$ cat src/rtl/pwm_ramp_sequencer.sv
// Slews the PWM duty toward a commanded target, at most one step per PWM period,
// with an optional dwell of whole periods between steps.
module pwm_ramp_sequencer #(
  parameter int WIDTH   = 12,
  parameter int STEP_W  = 8,
  parameter int DWELL_W = 8
) (
  input  logic               clk_in,
  input  logic               reset,
  input  logic               pwm_wrap,
  input  logic               cmd_valid,
  output logic               cmd_ready,
  input  logic [WIDTH-1:0]   cmd_target,
  input  logic [STEP_W-1:0]  cmd_step,
  input  logic [DWELL_W-1:0] cmd_dwell,
  input  logic               abort,
  output logic [WIDTH-1:0]   duty,
  output logic               busy,
  output logic               done
);

  typedef enum logic {
    ST_IDLE = 1'b0,
    ST_RAMP = 1'b1
  } state_t;

  state_t             r_state;
  logic [WIDTH-1:0]   r_duty;
  logic [WIDTH-1:0]   r_target;
  logic [STEP_W-1:0]  r_step;
  logic [DWELL_W-1:0] r_dwell;
  logic [DWELL_W-1:0] r_dwell_cnt;
  logic               r_done;

  state_t             w_state_next;
  logic [WIDTH-1:0]   w_duty_next;
  logic [WIDTH-1:0]   w_target_next;
  logic [STEP_W-1:0]  w_step_next;
  logic [DWELL_W-1:0] w_dwell_next;
  logic [DWELL_W-1:0] w_dwell_cnt_next;
  logic               w_done_next;

  logic               w_rising;
  logic [WIDTH:0]     w_diff;
  logic [WIDTH-1:0]   w_step_w;
  logic [WIDTH:0]     w_step_ext;

  // Distance to target is taken one bit wider so the subtraction cannot wrap.
  assign w_rising   = (r_target > r_duty);
  assign w_diff     = w_rising ? ({1'b0, r_target} - {1'b0, r_duty})
                               : ({1'b0, r_duty} - {1'b0, r_target});
  assign w_step_w   = WIDTH'(r_step);
  assign w_step_ext = {1'b0, w_step_w};

  always_comb begin
    w_state_next     = r_state;
    w_duty_next      = r_duty;
    w_target_next    = r_target;
    w_step_next      = r_step;
    w_dwell_next     = r_dwell;
    w_dwell_cnt_next = r_dwell_cnt;
    w_done_next      = 1'b0;

    case (r_state)
      ST_IDLE: begin
        if (cmd_valid) begin
          w_target_next    = cmd_target;
          w_step_next      = (cmd_step == '0) ? STEP_W'(1) : cmd_step;
          w_dwell_next     = cmd_dwell;
          w_dwell_cnt_next = cmd_dwell;
          if (cmd_target == r_duty) begin
            w_done_next = 1'b1;
          end else begin
            w_state_next = ST_RAMP;
          end
        end
      end
      ST_RAMP: begin
        if (abort) begin
          w_state_next = ST_IDLE;
        end else if (pwm_wrap) begin
          if (r_dwell_cnt != '0) begin
            w_dwell_cnt_next = r_dwell_cnt - DWELL_W'(1);
          end else begin
            w_dwell_cnt_next = r_dwell;
            // Final step clamps to target so duty never overshoots or wraps.
            if (w_diff <= w_step_ext) begin
              w_duty_next  = r_target;
              w_done_next  = 1'b1;
              w_state_next = ST_IDLE;
            end else if (w_rising) begin
              w_duty_next = r_duty + w_step_w;
            end else begin
              w_duty_next = r_duty - w_step_w;
            end
          end
        end
      end
      default: w_state_next = ST_IDLE;
    endcase
  end

  always_ff @(posedge clk_in) begin
    if (reset) begin
      r_state     <= ST_IDLE;
      r_duty      <= '0;
      r_target    <= '0;
      r_step      <= '0;
      r_dwell     <= '0;
      r_dwell_cnt <= '0;
      r_done      <= 1'b0;
    end else begin
      r_state     <= w_state_next;
      r_duty      <= w_duty_next;
      r_target    <= w_target_next;
      r_step      <= w_step_next;
      r_dwell     <= w_dwell_next;
      r_dwell_cnt <= w_dwell_cnt_next;
      r_done      <= w_done_next;
    end
  end

  assign cmd_ready = (r_state == ST_IDLE);
  assign busy      = (r_state == ST_RAMP);
  assign duty      = r_duty;
  assign done      = r_done;

endmodule
$ cat config.mk
export PLATFORM = sky130hd
export DESIGN_NAME = pwm_ramp_sequencer
export DESIGN_NICKNAME = d
export VERILOG_FILES = /design/src/rtl/pwm_ramp_sequencer.sv
export SDC_FILE = /design/constraint.sdc
export NUM_CORES = 1
export LEC_CHECK = 0
export CORE_MARGIN = 2
export CORE_UTILIZATION = 59
export CTS_BUF_LIST = sky130_fd_sc_hd__clkbuf_8
export CTS_CLUSTER_SIZE = 8
export DETAILED_ROUTE_END_ITERATION = 10
export HOLD_SLACK_MARGIN = 0.15
export PLACE_DENSITY = 0.85
export SLEW_MARGIN = 20
export SYNTH_ARGS = -nofsm -noshare
export SYNTH_HDL_FRONTEND = slang
export SYNTH_SLANG_ARGS = --single-unit
export TNS_END_PERCENT = 30
$ cat constraint.sdc
create_clock -name clk_in -period 4.8 [get_ports clk_in]
set_input_delay 0.48 -clock clk_in [delete_from_list [all_inputs] [get_ports clk_in]]
set_output_delay 0.48 -clock clk_in [all_outputs]
set_load 0.005 [all_outputs]
Word level (Yosys, flattened, before mapping)
Index checks and enable logic that the tools add are counted.
- flip-flop bits (word level): 50
- input bits: 33
- output and inout bits: 15
- word-level logic and storage cells: 49
- $add $sub $neg: 5
- $lt $le $gt $ge: 2
- equality and inequality tests: 4
- mux-type cells: 23
- bitwise operators: 3
- reductions and logical operators: 5
- operators by type and width (cell ; number):
    2-to-1 mux 8 bit ; 5
    subtractor 12 x 12 -> 13 bit ; 2
    2-to-1 mux 12 bit ; 2
    case mux 8 bit (2 select lines) ; 1
    less-or-equal comparator 13 x 8 -> 1 bit ; 1
    2-to-1 mux 13 bit ; 1
    adder 12 x 8 -> 12 bit ; 1
    == test 12 bit ; 1
    greater-than comparator 12 bit ; 1
    2-to-1 mux 1 bit ; 12
    subtractor 12 x 8 -> 12 bit ; 1
    zero test 8 bit ; 1
    nonzero test 8 bit ; 1
    subtractor 8 x 1 -> 8 bit, second input constant ; 1
    != test 2 bit, second input constant ; 3
    case mux 1 bit (2 select lines) ; 2
    AND reduction 4 bit ; 1
    inverter 1 bit ; 3
    AND reduction 3 bit ; 1
    AND reduction 2 bit ; 1

Depth between registers and ports, before layout
- word-level depth: 8
- mapped depth: 20

Worst setup path before layout
OpenSTA, ideal clock, no wires.
- path type: flip-flop to flip-flop
- from: reg r_duty[1] (netlist: duty[1])
- to: reg r_duty[4] (netlist: duty[4])
- library setup time: 120 ps
- arrival time: 3724 ps
- required time: 4680 ps
- setup slack: 956 ps
- cell stages (with the launch flop): 20
- path buffers: 2
- period minus slack after synthesis: 3844 ps
- cells stage by stage: dfxtp_1 > inv_1 > ha_1 > nor2b_1 > o21ai_2 > a31oi_2 > o21ai_2 > nand2_1 > clkbuf_1 > mux2_2 > ha_1 > nor2b_1 > o21ai_0 > nand2b_1 > a21oi_1 > o21ai_0 > o21a_1 > clkbuf_1 > nor3_1 > o31a_1
- cells in the longest elaborated chain, start to end: 4
- RTL lines (item ; line ; RTL):
    start: declaration ; 28 ; logic [WIDTH-1:0] r_duty;
    start signal: assignment ; 114 ; r_duty <= w_duty_next;
    subtractor 12 x 12 -> 13 bit, or another cell as far along ; 51 ; : ({1'b0, r_duty} - {1'b0, r_target});
    2-to-1 mux 13 bit ; 50 ; assign w_diff = w_rising ? ({1'b0, r_target} - {1'b0, r_duty})
    less-or-equal comparator 13 x 8 -> 1 bit ; 87 ; if (w_diff <= w_step_ext) begin
    2-to-1 mux 12 bit * ; 87 ;
Mark *: on every way between the ends. The rest lies on a longest branch, timed or not.
A chain may end at the register's enable or synchronous reset.

Worst setup path after layout
- from: reg r_duty[10] (netlist: duty[10])
- to: reg r_duty[10] (netlist: duty[10])
The elaborated chain is that of the path after synthesis.

==> impl_metrics.toml <==
[setup_path]
worst_ep_arrival_time_ns = 4.80
cp-end-kind = "register"
worstPathMaxFanout = 10
reg2reg_depth = 17
crit_required_ns = 4.99
critPathLaunch = "duty[10]"
reg2reg_to = "duty[10]"
path_class = "register to register"
worst_setup_path_start_kind = "register"
reg2reg_slack_ns = 0.19
rr_startpoint = "duty[10]"

[routing]
wirelength_um = 12400
vias = 4488
ant_nets = 0
wl_per_cell_um = 17.3
dr.pass1.iters = 5
first_iter_violations = 426
drc = 0
vias_per_cell = 6.24

[sta]
worstMarginPinSlew_ns = 1.06
fin_tns_setup_ns = 0
maxSlewHeadroom = 0.293
min_period_ns = 4.61
skew_ns = 0.00928
min_period_over_period = 0.961
setup_viol = 0
slew_viol_final = 0
fmax_ghz = 0.217
layout_setup_ws_ns = 0.188
hold_viol = 0

[synthesis]
yosys_warnings = 0
synth_common_cells = "78 x nand2_1, 60 x a21oi_1, 50 x dfxtp_1"
yosys.area_share.simple = 0.189
synth-compound-area-share = 0.266
yosysTopAreaCell = "dfxtp_1"
yosys.area.top_type_share = 0.223
muxShareOfSynthArea = 0.0307
yosysMostFrequentCell = "nand2_1"
synth-async-reset-ratio = 0
ys_ff_latch = 50
synth_edf_count = 0
netlist_instances = 588
synthAdderAreaFrac = 0.142
synth_area_um2 = 4490
synth_flop_cell = "dfxtp_1"
synthTopCellsByArea = "dfxtp_1 22%, ha_1 13%, a21oi_1 6.7%"
synth_top_family_by_area = "compound AO/OA/AOI/OAI gates"
synthDistinctLibCells = 71
avgSynthCellArea_um2 = 7.63
synth_nets = 670
ys_seq_area_frac = 0.223
synth_xor_area_frac = 0.0722

[cells_and_area]
area.sequential_um2 = 1000
multi_input_comb_area_um2 = 3150
diodes = 0
area_growth_syn_to_layout_pct = 13.6
final_cells = 719
final.fill_count = 624
post-route-util = 0.699
finalNetCount = 701
drive_above_1_share = 0.0597
fin_area_um2 = 5090

[grt]
grt_max_degree = 49
grt_pass1_wl_um = 20300
overflow = 0
grt_pass1_vias = 4133
track_usage = 0.296
antenna_found_initial = 0
met3_usage = 0.0324
gr-usage-met1 = 0.404
grt-busiest-layer = "met2"
grt_util_met2 = 0.473

[place]
place_inst = 711
dp.final_hpwl_um = 9290
dp_slack_ns = 0.311
port_buffers = 47
place.gp.congestion = 0.926
placed_area_um2 = 4970

[clock_tree]
worst_skew_pair.late_latency_ns = 0.32
clock_sinks = 50
cts_buffers = 5
cts_buffer_depth = 2
postCtsHoldBufs = 0
cts_tree = "built"
cts.htree.levels = 2
cts_root_buffer = "clkbuf_8"
path_clk_slew_ns = 0.10

[floorplan]
coreArea_um2 = 7290
floorplan.initialDensity = 0.615
ios = 48
fp.dieW_um = 91.2
row_count = 31
die_h_um = 91.2
die_area_um2 = 8320

[hold_path]
hold_path_depth = 2
worst_hold_path_type = "register to register"
hp-start = "r_dwell[4]"
hold_end = "r_dwell[4]"

[pwr]
power_density_nw_per_um2 = 322
vdd_drop_max_mv = 0.251
cellLeakagePower_uw = 0.00196

[run]
max_cap_violations = 0

[run_status]
status = "completed"
## critical path: stages (launching register included)
cell      delay, ns
dfxtp_1        0.47
inv_1          0.08
ha_1           0.50
nand4_1        0.22
nor4b_2        0.32
o21bai_1       0.26
and2_1         0.45
nor2_1         0.12
xnor2_1        0.15
ha_1           0.36
a21o_1         0.13
a21oi_1        0.10
o21ba_2        0.23
o21ai_0        0.33
mux2i_1        0.25
o221ai_1       0.17
a211oi_1       0.25
a311oi_2       0.08
## sequential cells by signal, summed over array words and instances, names as in the netlist
register / cells
r_target: 12
busy: 1
duty: 12
done: 1
r_dwell_cnt: 8
r_dwell: 8
r_step: 8
## timing repair
| item | 4_1_cts | 5_1_grt |
|---|---|---|
| setup endpoints to repair | 0 | 5 |
| endpoints found under the hold margin | 0 | 0 |
| setup buffers | 0 | 0 |
| gates resized for setup | 0 | 1 |
## kinds of logic (layout without fill, tap and decap cells)
logic type	after synthesis	count (layout)
muxes	13	13
xor gates and xnor gates	37	37
AOI/OAI and AO/OA	179	179
and+or+nand+nor	180	180
adders and majority gates	49	49
buffers and inverters	80	112
DFF	50	50
## stage by stage
| step | hold slack [ns] | total power [uW] |
|---|---|---|
| 3_3_place_gp | 0.442 | 1270 |
| 3_5_place_dp | 0.447 | 1300 |
| 4_1_cts | 0.461 | 1610 |
| 6_report | 0.462 | 1640 |
| 2_1_floorplan | 0.436 | 1110 |
| 5_1_grt | 0.493 | 1730 |
## routing by layer
layer,vias to the layer above,share of wire
met5,-,0
met1,2067,0.43
met2,237,0.46
met3,39,0.073
li1,2145,-
met4,0,0.035
## power breakdown
| part | internal [uW] | switching, uW |
|---|---|---|
| Clock | 157 | 159 |
| Combinational | 348 | 505 |
| Sequential | 439 | 31.0 |
## worst max path at each step
stage | depth (start not counted) | slack (ns) | to
after CTS | 16 | 0.26 | duty[11]
after global placement | 16 | 0.47 | duty[11]
final | 17 | 0.19 | duty[10]
after floorplan | 19 | 0.96 | duty[4]
after global routing | 17 | -0.002 | duty[10]
after detailed placement | 16 | 0.31 | duty[11]
## final cells by class
cell class              count  share of cell area
repair buffers             53               0.101
clock buffers               5              0.0135
clock inverters             3             0.00860
inverters                  51              0.0381
multi-input cells         458               0.618
well taps                  99              0.0243
flip-flops and latches     50               0.197
## cell usage in the layout, fill, tap and decap left out, drive strengths merged, types with 6 or more instances in the layout
master         instances
nor3                  15
nand3                 16
mux2i                 10
nor2                  31
a211oi                12
nand4                 12
xnor2                 30
xor2                   7
dfxtp                 50
o21ai                 38
inv                   52
nand2                 78
buf                    6
a31oi                  7
a21oi                 61
clkdlybuf4s50         47
ha                    46
a21o                   8
nand2b                 7
nor2b                  6
(Power assumes the default switching activity.)
